===== config.mk =====
export PLATFORM = sky130hd
export DESIGN_NAME = pipe_stage_skid_flat
export DESIGN_NICKNAME = d
export VERILOG_FILES = /design/src/rtl/pipe_stage_skid_if.sv /design/src/rtl/pipe_stage_skid.sv /design/src/flat_wrapper.sv
export SDC_FILE = /design/constraint.sdc
export NUM_CORES = 1
export LEC_CHECK = 0
export ABC_AREA = 1
export BUFFER_PORTS_ARGS = -buffer_cell sky130_fd_sc_hd__buf_2
export CAP_MARGIN = 20
export CELL_PAD_IN_SITES_DETAIL_PLACEMENT = 1
export CELL_PAD_IN_SITES_GLOBAL_PLACEMENT = 2
export CORE_MARGIN = 10
export CORE_UTILIZATION = 35
export DETAILED_ROUTE_END_ITERATION = 12
export HOLD_SLACK_MARGIN = 0.02
export PLACE_DENSITY_LB_ADDON = 0.1
export SLEW_MARGIN = 40
export SYNTH_ARGS = -nofsm -noshare
export SYNTH_HDL_FRONTEND = slang
export SYNTH_SLANG_ARGS = --single-unit

===== constraint.sdc =====
create_clock -name clk -period 18.54 [get_ports clk]
set_clock_uncertainty 0.1 [all_clocks]
set_input_delay 2.781 -clock clk [delete_from_list [all_inputs] [get_ports clk]]
set_output_delay 2.781 -clock clk [all_outputs]
set_load 0.005 [all_outputs]

===== src/rtl/pipe_stage_skid_if.sv =====
// ---------------------------------------------------------------------------
// pipe_stage_skid_if
//
// One valid/ready channel between two pipeline stages: a control field that
// downstream logic decodes (WB_EN, MEM_R_EN, ...) plus an opaque payload.
//
//   valid  producer -> consumer   entry on ctrl/data is valid this cycle
//   ready  consumer -> producer   consumer accepts this cycle
//   ctrl   producer -> consumer   CTRL_W control bits
//   data   producer -> consumer   DATA_W payload bits
//
// Modports:
//   master : the side that produces entries (drives valid/ctrl/data)
//   slave  : the side that consumes entries (drives ready)
// ---------------------------------------------------------------------------
interface pipe_stage_skid_if #(
  parameter int CTRL_W = 8,
  parameter int DATA_W = 128
);
  logic              valid;
  logic              ready;
  logic [CTRL_W-1:0] ctrl;
  logic [DATA_W-1:0] data;

  modport master (
    output valid,
    output ctrl,
    output data,
    input  ready
  );

  modport slave (
    input  valid,
    input  ctrl,
    input  data,
    output ready
  );
endinterface


===== src/rtl/pipe_stage_skid.sv =====
// ---------------------------------------------------------------------------
// pipe_stage_skid
//
// Generic inter-stage register for the ARM core pipeline (IF/ID, ID/EXE,
// EXE/MEM, MEM/WB). Carries a control field and a payload under valid/ready.
//
// With SKID=1 a second (skid) register absorbs one extra entry after the
// consumer stalls, so in_ready is a function of registered state and flush
// only; there is no combinational path from out_ready to in_ready.
// With SKID=0 the stage is a single register and in_ready is combinational:
// it may accept whenever it is empty or the held entry leaves this cycle.
//
// Flush discards every held entry and presents a bubble (control forced to
// zero, payload optionally cleared). The number of valid entries discarded
// is accumulated in a saturating counter.
//
// Parameters:
//   CTRL_W      control width, zeroed on every bubble
//   DATA_W      payload width
//   SKID        1 = two entries with registered ready, 0 = single register
//   CLEAR_DATA  1 = payload also zeroed on flush/reset, 0 = payload retained
//
// Ports:
//   clk          rising-edge clock
//   rst          asynchronous active-high reset
//   flush        discard held entries, present a bubble
//   in_ch        upstream channel   (slave: valid/ctrl/data in, ready out)
//   out_ch       downstream channel (master: valid/ctrl/data out, ready in)
//   occupancy    number of held entries (0..2, at most 1 when SKID=0)
//   flush_drops  saturating count of valid entries discarded by flush
// ---------------------------------------------------------------------------
module pipe_stage_skid #(
  parameter int CTRL_W     = 8,
  parameter int DATA_W     = 128,
  parameter int SKID       = 1,
  parameter int CLEAR_DATA = 1
) (
  input  logic                     clk,
  input  logic                     rst,
  input  logic                     flush,
  pipe_stage_skid_if.slave         in_ch,
  pipe_stage_skid_if.master        out_ch,
  output logic [1:0]               occupancy,
  output logic [15:0]              flush_drops
);

  // EMPTY: nothing held. ONE: main register (M) full. TWO: M and skid (S)
  // full; only reachable when SKID=1.
  typedef enum logic [1:0] {
    ST_EMPTY = 2'd0,
    ST_ONE   = 2'd1,
    ST_TWO   = 2'd2
  } state_t;

  state_t              state_reg,  state_next;
  logic [CTRL_W-1:0]   m_ctrl_reg, m_ctrl_next;
  logic [DATA_W-1:0]   m_data_reg, m_data_next;
  logic [CTRL_W-1:0]   s_ctrl_reg, s_ctrl_next;
  logic [DATA_W-1:0]   s_data_reg, s_data_next;
  logic [15:0]         drops_reg,  drops_next;

  logic                out_valid_int;
  logic                in_ready_int;
  logic                in_fire;
  logic                out_fire;
  logic [1:0]          occ_int;
  logic [1:0]          drop_cnt;
  logic [16:0]         drops_sum;

  // -------------------------------------------------------------------------
  // Handshake
  // -------------------------------------------------------------------------
  assign out_valid_int = (state_reg != ST_EMPTY);

  generate
    if (SKID != 0) begin : g_ready_skid
      // Registered ready: only the state and flush decide, never out_ready.
      assign in_ready_int = (state_reg != ST_TWO) & ~flush & ~rst;
    end else begin : g_ready_comb
      // Single register: room exists if empty or the held entry leaves now.
      assign in_ready_int = (~out_valid_int | out_ch.ready) & ~flush & ~rst;
    end
  endgenerate

  assign in_fire  = in_ch.valid & in_ready_int;
  assign out_fire = out_valid_int & out_ch.ready;

  // -------------------------------------------------------------------------
  // Occupancy and flush drop accounting
  // -------------------------------------------------------------------------
  always_comb begin
    occ_int = 2'd0;
    case (state_reg)
      ST_EMPTY: occ_int = 2'd0;
      ST_ONE:   occ_int = 2'd1;
      ST_TWO:   occ_int = 2'd2;
      default:  occ_int = 2'd0;
    endcase
  end

  // An entry that transfers downstream in the flush cycle was delivered, not
  // dropped, so it is subtracted from the count. out_fire implies occ >= 1.
  assign drop_cnt  = occ_int - {1'b0, out_fire};
  assign drops_sum = {1'b0, drops_reg} + {15'd0, drop_cnt};

  // -------------------------------------------------------------------------
  // Next-state / datapath
  // -------------------------------------------------------------------------
  always_comb begin
    state_next  = state_reg;
    m_ctrl_next = m_ctrl_reg;
    m_data_next = m_data_reg;
    s_ctrl_next = s_ctrl_reg;
    s_data_next = s_data_reg;
    drops_next  = drops_reg;

    if (flush) begin
      // Flush outranks every handshake event; in_fire is already blocked
      // because in_ready is low while flush is high.
      state_next  = ST_EMPTY;
      m_ctrl_next = '0;
      s_ctrl_next = '0;
      if (CLEAR_DATA != 0) begin
        m_data_next = '0;
        s_data_next = '0;
      end
      drops_next = drops_sum[16] ? 16'hFFFF : drops_sum[15:0];
    end else begin
      case (state_reg)
        ST_EMPTY: begin
          if (in_fire) begin
            state_next  = ST_ONE;
            m_ctrl_next = in_ch.ctrl;
            m_data_next = in_ch.data;
          end
        end

        ST_ONE: begin
          if (in_fire && out_fire) begin
            // Head leaves and the new entry replaces it in the same cycle.
            m_ctrl_next = in_ch.ctrl;
            m_data_next = in_ch.data;
          end else if (in_fire) begin
            // Consumer stalled: park the newcomer behind the head. With
            // SKID=0 in_ready forbids this case, so the branch is inert.
            if (SKID != 0) begin
              state_next  = ST_TWO;
              s_ctrl_next = in_ch.ctrl;
              s_data_next = in_ch.data;
            end
          end else if (out_fire) begin
            // Payload is kept; only control is zeroed so the bubble is a NOP.
            state_next  = ST_EMPTY;
            m_ctrl_next = '0;
          end
        end

        ST_TWO: begin
          // in_ready is low here, so only the head can move.
          if (out_fire) begin
            state_next  = ST_ONE;
            m_ctrl_next = s_ctrl_reg;
            m_data_next = s_data_reg;
            s_ctrl_next = '0;
          end
        end

        default: begin
          state_next  = ST_EMPTY;
          m_ctrl_next = '0;
          s_ctrl_next = '0;
        end
      endcase
    end
  end

  // -------------------------------------------------------------------------
  // State registers (asynchronous reset clears held entries; reset-cleared
  // entries are not counted as flush drops)
  // -------------------------------------------------------------------------
  always_ff @(posedge clk or posedge rst) begin
    if (rst) begin
      state_reg  <= ST_EMPTY;
      m_ctrl_reg <= '0;
      m_data_reg <= '0;
      s_ctrl_reg <= '0;
      s_data_reg <= '0;
      drops_reg  <= '0;
    end else begin
      state_reg  <= state_next;
      m_ctrl_reg <= m_ctrl_next;
      m_data_reg <= m_data_next;
      s_ctrl_reg <= s_ctrl_next;
      s_data_reg <= s_data_next;
      drops_reg  <= drops_next;
    end
  end

  // -------------------------------------------------------------------------
  // Outputs come straight from M. Control is gated by valid as well, so a
  // consumer that ignores out_valid always decodes a NOP on a bubble.
  // -------------------------------------------------------------------------
  assign in_ch.ready  = in_ready_int;
  assign out_ch.valid = out_valid_int;
  assign out_ch.ctrl  = out_valid_int ? m_ctrl_reg : '0;
  assign out_ch.data  = m_data_reg;
  assign occupancy    = occ_int;
  assign flush_drops  = drops_reg;

endmodule


===== src/flat_wrapper.sv =====
// flat-port wrapper written by rule: the top's interface ports become plain ports
module pipe_stage_skid_flat 
#(
  parameter int CTRL_W     = 8,
  parameter int DATA_W     = 128,
  parameter int SKID       = 1,
  parameter int CLEAR_DATA = 1
)
  (clk, rst, flush, occupancy, flush_drops, in_ch_valid, in_ch_ctrl, in_ch_data, in_ch_ready, out_ch_valid, out_ch_ctrl, out_ch_data, out_ch_ready);
  pipe_stage_skid_if #(.CTRL_W(CTRL_W), .DATA_W(DATA_W)) in_ch_i ();
  pipe_stage_skid_if #(.CTRL_W(CTRL_W), .DATA_W(DATA_W)) out_ch_i ();
  input  logic clk;
  input  logic rst;
  input  logic flush;
  output logic [1:0] occupancy;
  output logic [15:0] flush_drops;
  input wire logic [$bits(in_ch_i.valid)-1:0] in_ch_valid;
  input wire logic [$bits(in_ch_i.ctrl)-1:0] in_ch_ctrl;
  input wire logic [$bits(in_ch_i.data)-1:0] in_ch_data;
  output wire logic [$bits(in_ch_i.ready)-1:0] in_ch_ready;
  output wire logic [$bits(out_ch_i.valid)-1:0] out_ch_valid;
  output wire logic [$bits(out_ch_i.ctrl)-1:0] out_ch_ctrl;
  output wire logic [$bits(out_ch_i.data)-1:0] out_ch_data;
  input wire logic [$bits(out_ch_i.ready)-1:0] out_ch_ready;
  assign in_ch_i.valid = in_ch_valid;
  assign in_ch_i.ctrl = in_ch_ctrl;
  assign in_ch_i.data = in_ch_data;
  assign in_ch_ready = in_ch_i.ready;
  assign out_ch_valid = out_ch_i.valid;
  assign out_ch_ctrl = out_ch_i.ctrl;
  assign out_ch_data = out_ch_i.data;
  assign out_ch_i.ready = out_ch_ready;
  pipe_stage_skid #(.CTRL_W(CTRL_W), .DATA_W(DATA_W), .SKID(SKID), .CLEAR_DATA(CLEAR_DATA)) u_core (.clk(clk), .rst(rst), .flush(flush), .in_ch(in_ch_i), .out_ch(out_ch_i), .occupancy(occupancy), .flush_drops(flush_drops));
endmodule

### Word level (Yosys, flattened, before mapping)

Index checks and enable logic that the tools add are counted.

| cells by class | value |
|---|---|
| reduce and logical (&&, ||, !) cells | 11 |
| $add $sub $neg | 2 |
| mux-type cells | 28 |
| bitwise logic cells | 6 |
| equal/unequal tests | 13 |

Operators by type and width:

| kind | count |
|---|---|
| 128-bit 2-to-1 mux | 7 |
| 128-bit one-hot mux with 3 select lines | 1 |
| 8-bit 2-to-1 mux | 9 |
| 8-bit one-hot mux with 3 select lines | 2 |
| 16-bit by 2-bit adder with 17-bit output | 1 |
| 16-bit 2-to-1 mux | 1 |
| 4-bit AND reduction | 4 |
| 2-bit 2-to-1 mux | 6 |
| 3-bit by 2-bit != test with 1-bit output, second input constant | 4 |
| 4-bit by 2-bit != test with 1-bit output, second input constant | 2 |
| 2-bit != test, second input constant | 3 |
| 2-bit one-hot mux with 3 select lines | 1 |
| 2-bit nonzero test | 3 |
| 1-bit AND | 4 |
| 4-bit != test, second input constant | 1 |
| 2-bit one-hot mux with 2 select lines | 1 |
| 4-bit nonzero test | 1 |
| 3-bit != test, second input constant | 1 |
| 3-bit AND reduction | 1 |
| 2-bit by 1-bit equality test with 1-bit output, second input constant | 1 |
| 2-bit equality test, second input constant | 1 |
| 2-bit zero test | 1 |
| 1-bit inverter | 2 |
| 2-bit by 1-bit subtractor with 2-bit output | 1 |
| 1-bit logical AND | 1 |

| storage, ports and cells | value |
|---|---|
| logic and storage cells | 66 |
| bits in registers | 290 |
| bits of input ports | 141 |

### Longest topological paths before layout

Gate-level depths: netlist of the first run.

| logic depth | value |
|---|---|
| word-level depth | 8 |
| gate-level depth with buffers | 18 |

### Worst setup path before layout of the first run

No wires, ideal clock.

| path | value |
|---|---|
| path type | input to register |
| from | input rst |
| to | register u_core.m_data_reg[59] (netlist: u_core.out_ch.data[59]) |
| setup time | 0.117 ns |
| slack | 7.720 ns |
| cell stages on the path | 8 |
| arrival time | 10.603 ns |
| cells stage by stage | inv_1 nand3_2 o21ai_2 nand3_1 buf_2 buf_2 nand2_1 nand2_1 |

| between the ends | value |
|---|---|
| cells in the longest elaborated chain, start to end | 6 |

Ends and longest elaborated chain:

| element | RTL line | source |
|---|---|---|
| from (decl) | flat_wrapper.sv:13 | `input logic rst;` |
| 1-bit inverter * | pipe_stage_skid.sv:78 | `assign in_ready_int = (state_reg != ST_TWO) & ~flush & ~rst;` |
| 1-bit AND * | pipe_stage_skid.sv:78 |  |
| 1-bit AND * | pipe_stage_skid.sv:85 | `assign in_fire = in_ch.valid & in_ready_int;` |
| 1-bit logical AND | pipe_stage_skid.sv:139 | `if (in_fire && out_fire) begin` |
| 3-bit by 2-bit != test with 1-bit output (no line) | -- |  |
| 4-bit AND reduction (no line) * | -- |  |
| to (signal assigned) | pipe_stage_skid.sv:192 | `m_data_reg <= m_data_next;` |
| to (decl) | pipe_stage_skid.sv:57 | `logic [DATA_W-1:0] m_data_reg, m_data_next;` |

Every way passes the cells marked *; elsewhere a longest branch is shown, timed or not.
A chain may end at the register's enable or synchronous reset.

### Worst setup path in the final report of the first run

| path | value |
|---|---|
| from | input flush |
| to | output in_ch_ready |

| between the ends | value |
|---|---|
| cells in the longest elaborated chain, start to end | 3 |

Ends and longest elaborated chain:

| element | RTL line | source |
|---|---|---|
| from (decl) | flat_wrapper.sv:14 | `input logic flush;` |
| 1-bit inverter | pipe_stage_skid.sv:78 |  |
| 1-bit AND (2 in series) | pipe_stage_skid.sv:78 |  |
| to (decl) | flat_wrapper.sv:20 | `output wire logic [$bits(in_ch_i.ready)-1:0] in_ch_ready;` |

No other way between the ends.

==> out/qor.txt, run 1 <==
Hold path endpoint -> u_core.out_ch.data[103]
Cell mode on critical path -> buf_2
Synth cell types -> 30
Compound-Gate Fraction of Synth Area -> 12.4%
Peak fanout along the critical path -> 43
Unrepaired setup endpoints after global routing -> no
Pre-antenna DRT Iters -> 5
DP Area -> 15,100 µm²
Worst Setup End Kind -> primary output
Net Count, Synth -> 1,712
Vias in the first global route -> 12,605
Primary FF master, synth -> dfrtp_1
Worst Hold Class -> reg -> reg
Die Ht -> 216 µm
Yosys reg bits -> 290
Hold Crit Start -> u_core.out_ch.data[103]
Vias -> 11,801
Gate Count Post-Synth -> 1,561
Reg2Reg Setup Slack -> 14.32 ns
Max cap viols -> 0
CTS tree -> done
Fill count -> 4,542
CP Buf/Inv Count -> 3
Endpoints failing setup -> 0
Leakage -> 0.00867 µW
Worst-path clk slew -> 0.05 ns
CP Launch Type -> primary input
WHS Path Cells -> 2
VDD IR-drop max -> 0.0665 mV
PD cells -> 136 nW/µm²
Simple-gate area share of the yosys netlist -> 19.4%
Critical Path RT -> 15.66 ns
Post-synthesis xor/xnor area fraction -> 0.457%
Slowest-stage cell, CP -> inv_4
DP HPWL -> 29.5 mm
Die ar. -> 46,600 µm²
R2R depth -> 10
Ranking of synthesized cells by area -> dfrtp_1, o22ai_1, nand2_1
# DRC -> 0
Clk Latency, worst-skew pair -> 0.52 ns
Clk root buf -> clkbuf_16
Post-synth EDFFs -> 0
Std cell rows -> 71
Total Neg Setup Slack -> 0 ns
Largest net degree at the start of global routing -> 107
Top cells by instance count after synthesis -> nand2_1, dfrtp_1, inv_1, o22ai_1, nand4_1
WS Path Type -> in -> out
Area grow syn2layout -> 21.7%
Crit-path max cell delay -> 0.44 ns
GPL Wtd Cong -> 0.751
Top-area cell type share of the netlist area -> 54.0%
Share of cells above drive strength 1 -> 21.4%
Net count, final -> 1,939
Mux cell area share after synthesis -> 0%
Clock H-tree levels -> 2
Slew margin rel. -> 43.8%
Minimum clock period -> 6.81 ns
Post-synth ARST share -> 100%
Endpoints failing hold -> 0
Port bufs -> 296
# IOs -> 297
Adder-Cell Fraction of Synth Area -> 0.988%
Initial DRC count -> 576
Final wirelength -> 47.3 mm
Total CTS buffers -> 36
Global-route wire length before repair -> 74.5 mm
Leading area contributor after synthesis -> dfrtp_1
Pins Over Slew Limit -> 0
Reg-to-reg startpoint -> u_core.state_reg[0]
Antenna Violating Nets Remaining -> 0
Yosys Warn Count -> 0
Final instance area -> 16,300 µm²
FF+latch area -> 7260 µm²
CP delay by family, top -> buffers and inverters
Clock sink count -> 290
Measured slew at the worst slew-check pin -> 0.843 ns
Status -> complete, no violations
Fmax -> 0.147 GHz
Starting density of the core -> 35.6%
Via-to-Cell Ratio -> 5.07
Setup Fix Bufs, Post-CTS -> 0
Area of the multi-input gates -> 4520 µm²
Critical Path AT -> 3.93 ns
Largest family of logic cells by synthesized area -> simple AND/OR/NAND/NOR gates
Final worst-path cycle share -> 36.8%
Most numerous cell in the Yosys netlist -> nand2_1
Overall Global Routing Usage -> 19.7%
Antenna violations before repair -> 5
Register area share after synthesis -> 54.0%
Core area -> 37,800 µm²
Cts hold-fix bufs -> 0
Critical R2R Capture -> u_core.s_data_reg[112]
Longest Clk Path Bufs -> 3
Cell Area, Synth -> 13,400 µm²
Die X -> 216 µm
Wire per inst -> 20.3 µm
Post_cts resized -> 0
GR Overflow Total -> 0
Post-Syn Area per Cell -> 8.60 µm²
CP cell instances -> buf_2 > nor2_4 > inv_4 > nor2_1 > buf_2
-- worst max-delay path by stage --
stage           from                     to  slack (ns)  cells after the start
2_1_floorplan    rst  u_core.flush_drops[0]        7.62                      1
3_3_place_gp   flush            in_ch_ready       11.69                      5
3_5_place_dp   flush            in_ch_ready       11.70                      5
4_1_cts        flush            in_ch_ready       11.69                      5
5_1_grt        flush            in_ch_ready       11.58                      5
6_report       flush            in_ch_ready       11.73                      5
-- worst register-to-register path, stage by stage (launching register included) --
cell	delay [ns]
dfrtp_1	0.43
inv_1	0.12
ha_1	0.65
inv_4	0.14
nand2_4	0.16
inv_2	0.07
nor2_1	0.21
nand3_4	0.50
nand2_4	0.79
buf_6	0.61
o22ai_1	0.28
-- placed cells by master (no fill, tap or decap), drive strengths merged --
cell	instances
nand2	374
buf	309
dfrtp	290
inv	290
o22ai	252
nand4	130
clkbuf	49
nand3	39
nor2	25
o21ai	17
ha	9
clkinv	9
xor2	5
bufinv	3
nor3	3
nand3b	3
diode	2
xnor2	2
clkinvlp	2
a21oi	1
or2	1
fa	1
-- stage by stage --
stage	cells	hold slack (ns)	setup WS (ns)	util [%]	total power [µW]
2_1_floorplan	1561	0.349	7.62	-	1220
3_3_place_gp	2261	0.348	11.69	40.0	1520
3_5_place_dp	2261	0.355	11.70	40.1	1540
4_1_cts	2325	0.369	11.69	43.2	2260
5_1_grt	2327	0.385	11.58	43.3	2370
6_report	2327	0.362	11.73	43.3	2220
-- cells by family after synthesis --
family                     count (synthesis)
adders and majority gates                 10
AOI/OAI and AO/OA                        270
buffers and inverters                    409
DFF                                      290
xor gates and xnor gates                   7
and+or+nand+nor                          575
-- report_power, final --
part	total (µW)	internal (µW)	switching, µW	leakage (µW)
logic	626	211	415	0.00419
clock network	710	432	278	0.000589
registers	885	785	99.5	0.00389
total	2220	1430	792	0.00867
-- layer usage --
metal | global-route usage (%) | vias to the layer above | wire length [µm]
met1 | 26.7 | 5822 | 21800
met4 | 4.76 | 4 | 737
met5 | 0 | - | 27
met3 | 4.39 | 52 | 2550
met2 | 31.3 | 277 | 22200
li1 | - | 5646 | -
-- final cells by class --
cell class,instances,share of cell area [%]
well taps,511,3.91
inverters,289,6.75
diodes,2,0.0306
clock inverters,15,0.995
repair buffers,309,9.92
flip-flops and latches,290,44.4
clock buffers,49,6.31
multi-input cells,862,27.7
Note: power is estimated with default switching activity, not from simulation.
==> run 2, diff against run 1 <==
--- a/config.mk
+++ b/config.mk
@@ -11,7 +11,7 @@
 export CELL_PAD_IN_SITES_DETAIL_PLACEMENT = 1
 export CELL_PAD_IN_SITES_GLOBAL_PLACEMENT = 2
 export CORE_MARGIN = 10
-export CORE_UTILIZATION = 35
+export CORE_UTILIZATION = 32
 export DETAILED_ROUTE_END_ITERATION = 12
 export HOLD_SLACK_MARGIN = 0.02
 export PLACE_DENSITY_LB_ADDON = 0.1
==> constraint.sdc (replaced) <==
create_clock -name clk -period 6.5 [get_ports clk]
set_clock_uncertainty 0.1 [all_clocks]
set_input_delay 0.975 -clock clk [delete_from_list [all_inputs] [get_ports clk]]
set_output_delay 0.975 -clock clk [all_outputs]
set_load 0.005 [all_outputs]
==> run 2 against run 1 <==
Against the previous run: cell count up 0.90%; worst hold slack about the same; core utilization fell by 3.5 points; design area is 0.19% higher; sequential power grew to 2.9 times the previous value; worst setup slack lost 9.2 ns; die area is 8.5% higher; sequential share of layout area down 0.085 points; non-clock buffer count grew 5; via count is 0.60% higher; total power rose to 2.8 times the previous value; largest power group unchanged.
==> out/qor.txt, run 2 (synthesis gave the netlist of run 1 again) <==
Status -> complete, no violations
Largest net degree at the start of global routing -> 81 (-24%)
Non-filler instance count after layout -> 2,348 (+0.90%)
Endpoints failing setup -> 0 (unchanged)
Total CTS buffers -> 36 (unchanged)
Antenna violations before repair -> 3 (-2)
Clk root buf -> clkbuf_16
Endpoints failing hold -> 0 (unchanged)
Fmax -> 0.252 GHz
Wire per inst -> 20.7 µm (+1.6%)
Pre-antenna DRT Iters -> 5 (unchanged)
# DRC -> 0 (unchanged)
Pins Over Slew Limit -> 0 (unchanged)
Overall Global Routing Usage -> 19.0% (-0.73 points)
Clock Power Share -> 30.5% (-1.5 points)
Slowest-stage cell, CP -> nand2_8
Internal power -> 3970 µW (+180%)
Port bufs -> 296 (unchanged)
Reg power frac -> 40.7% (+0.9 points)
Vias -> 11,872 (+0.60%)
Via-to-Cell Ratio -> 5.06 (-0.30%)
Measured slew at the worst slew-check pin -> 0.801 ns (-0.0422 ns)
Vias in the first global route -> 12,799 (+1.5%)
Die ar. -> 50,600 µm² (+8.5%)
DP HPWL -> 30.3 mm (+2.7%)
Clock sink count -> 290 (unchanged)
P_sw -> 2270 µW (+190%)
Core area -> 41,200 µm² (+9.1%)
Setup Fix Bufs, Post-CTS -> 0 (unchanged)
Cts hold-fix bufs -> 0 (unchanged)
Post-Place Setup Slack -> 1.97 ns (-9.73 ns)
CP delay by family, top -> simple AND/OR/NAND/NOR gates
Area grow syn2layout -> 21.9%
Critical Path AT -> 4.25 ns (+0.32 ns)
WS Path Type -> reg -> reg
VDD IR-drop max -> 0.168 mV (+150%)
# IOs -> 297 (unchanged)
Worst Setup End Kind -> register
Worst Hold Class -> reg -> reg
Commonest non-fill, non-tap cell in the layout -> nand2_1
Worst-path clk slew -> 0.06 ns (about the same)
Slew margin rel. -> 46.6% (+2.8 points)
Std cell rows -> 74 (+4.2%)
CP Buf/Inv Count -> 4 (+1)
Inst Count DP -> 2,286 (+1.1%)
Initial DRC count -> 715 (+24%)
CP Launch Type -> register
Switching fraction of total power -> 36.3% (+0.66 points)
PD cells -> 381 nW/µm² (+180%)
Final wirelength -> 48.5 mm (+2.5%)
Unrepaired setup endpoints after global routing -> no
Final worst setup slack -> 2.53 ns (-9.19 ns)
CTS tree -> done
Post_cts resized -> 0 (unchanged)
GR Overflow Total -> 0 (unchanged)
Die X -> 225 µm (+4.2%)
Share of cells above drive strength 1 -> 21.1% (-0.29 points)
Crit-path max cell delay -> 0.68 ns (+0.24 ns)
Peak fanout along the critical path -> 67 (+56%)
Max cap viols -> 0 (unchanged)
Clock H-tree levels -> 2 (unchanged)
Most frequent cells in the layout -> nand2_1, buf_2, dfrtp_1, inv_1, o22ai_1
Final worst-path cycle share -> 61.0%
Minimum clock period -> 3.97 ns
Clk Latency, worst-skew pair -> 0.54 ns (+0.02 ns)
Die Ht -> 225 µm (+4.2%)
Net count, final -> 1,944 (+0.26%)
Antenna Violating Nets Remaining -> 0 (unchanged)
Critical Path RT -> 6.78 ns (-8.88 ns)
Leakage -> 0.00865 µW (-0.34%)
Hold Slack -> 0.362 ns (+0.000319 ns)
Longest Clk Path Bufs -> 3 (unchanged)
GPL Wtd Cong -> 0.747 (-0.55%)
Gate power share -> 28.8% (+0.6 points)
Global-route wire length before repair -> 76.8 mm (+3.0%)
CP cell instances -> inv_1 > ha_1 > inv_4 > nand2_4 > inv_2 > nor2_1 > nand3_4 > nand2_8 > buf_12 > o22ai_1
Starting density of the core -> 32.6% (-3.0 points)
==> run 2: changes by cell type in the layout (fill, tap and decap cells not counted), moves of 2 or more <==
cell	change
buf_16	+2
bufinv_16	-2
buf_4	+6
clkbuf_1	+7
buf_12	+3
nand2_8	+3
clkinv_2	-5
nand2_4	-3
buf_6	-6
==> run 2: layout make-up <==
class | count | area (µm²)
flip-flops and latches | 290 | 7260
diodes | 1 | 2.50
repair buffers | 314 | 1710
clock inverters | 6 | 70.1
fillers | 4939 | 24800
inverters | 289 | 1090
well taps | 532 | 666
clock buffers | 54 | 1020
multi-input cells | 862 | 4550
==> run 2: power groups by stage <==
stage | clock network, µW | logic, µW | registers [µW]
after detailed placement | 0 | 1840 | 2570
final | 1900 | 1800 | 2540
after CTS | 1970 | 1840 | 2550
after global placement | 0 | 1810 | 2570
after global routing | 2030 | 2050 | 2600
after floorplan | 0 | 975 | 2520
==> run 2: per-stage QoR <==
stage	instance area [µm²]	total power, µW	setup TNS (ns)	utilization [%]
detailed placement	15300	4410	0	37.0
floorplan	13500	3500	-30.29	-
global placement	15200	4370	0	36.8
CTS	16300	6360	0	39.7
finish	16400	6240	0	39.7
global route	16400	6690	0	39.7
==> run 2: path summary, 6_finish.rpt <==
path | startpoint | to | slack [ns] | cells past startpoint
worst max-delay path | u_core.state_reg[1] | u_core.s_data_reg[11] | 2.53 | 10
worst min-delay path | u_core.out_ch.data[102] | u_core.out_ch.data[102] | 0.36 | 2
worst max register to register | u_core.state_reg[1] | u_core.s_data_reg[11] | 2.53 | 10
worst min register to register | u_core.out_ch.data[102] | u_core.out_ch.data[102] | 0.36 | 2
max in group asynchronous | rst | u_core.out_ch.data[127] | 4.53 | 5
min in group asynchronous | rst | u_core.m_ctrl_reg[0] | 0.49 | 3
==> run 2: layer usage <==
| metal | wire length (µm) | track usage (%) |
|---|---|---|
| met5 | 13 | 0 |
| met4 | 608 | 4.50 |
| met3 | 2670 | 4.22 |
| met2 | 22700 | 29.9 |
| met1 | 22500 | 26.0 |
==> run 2: worst register-to-register path, stage by stage (launching register included) <==
cell and delay (ns):
dfrtp_1 0.44, inv_1 0.14, ha_1 0.65, inv_4 0.15, nand2_4 0.16, inv_2 0.07
nor2_1 0.19, nand3_4 0.60, nand2_8 0.73, buf_12 0.44, o22ai_1 0.15
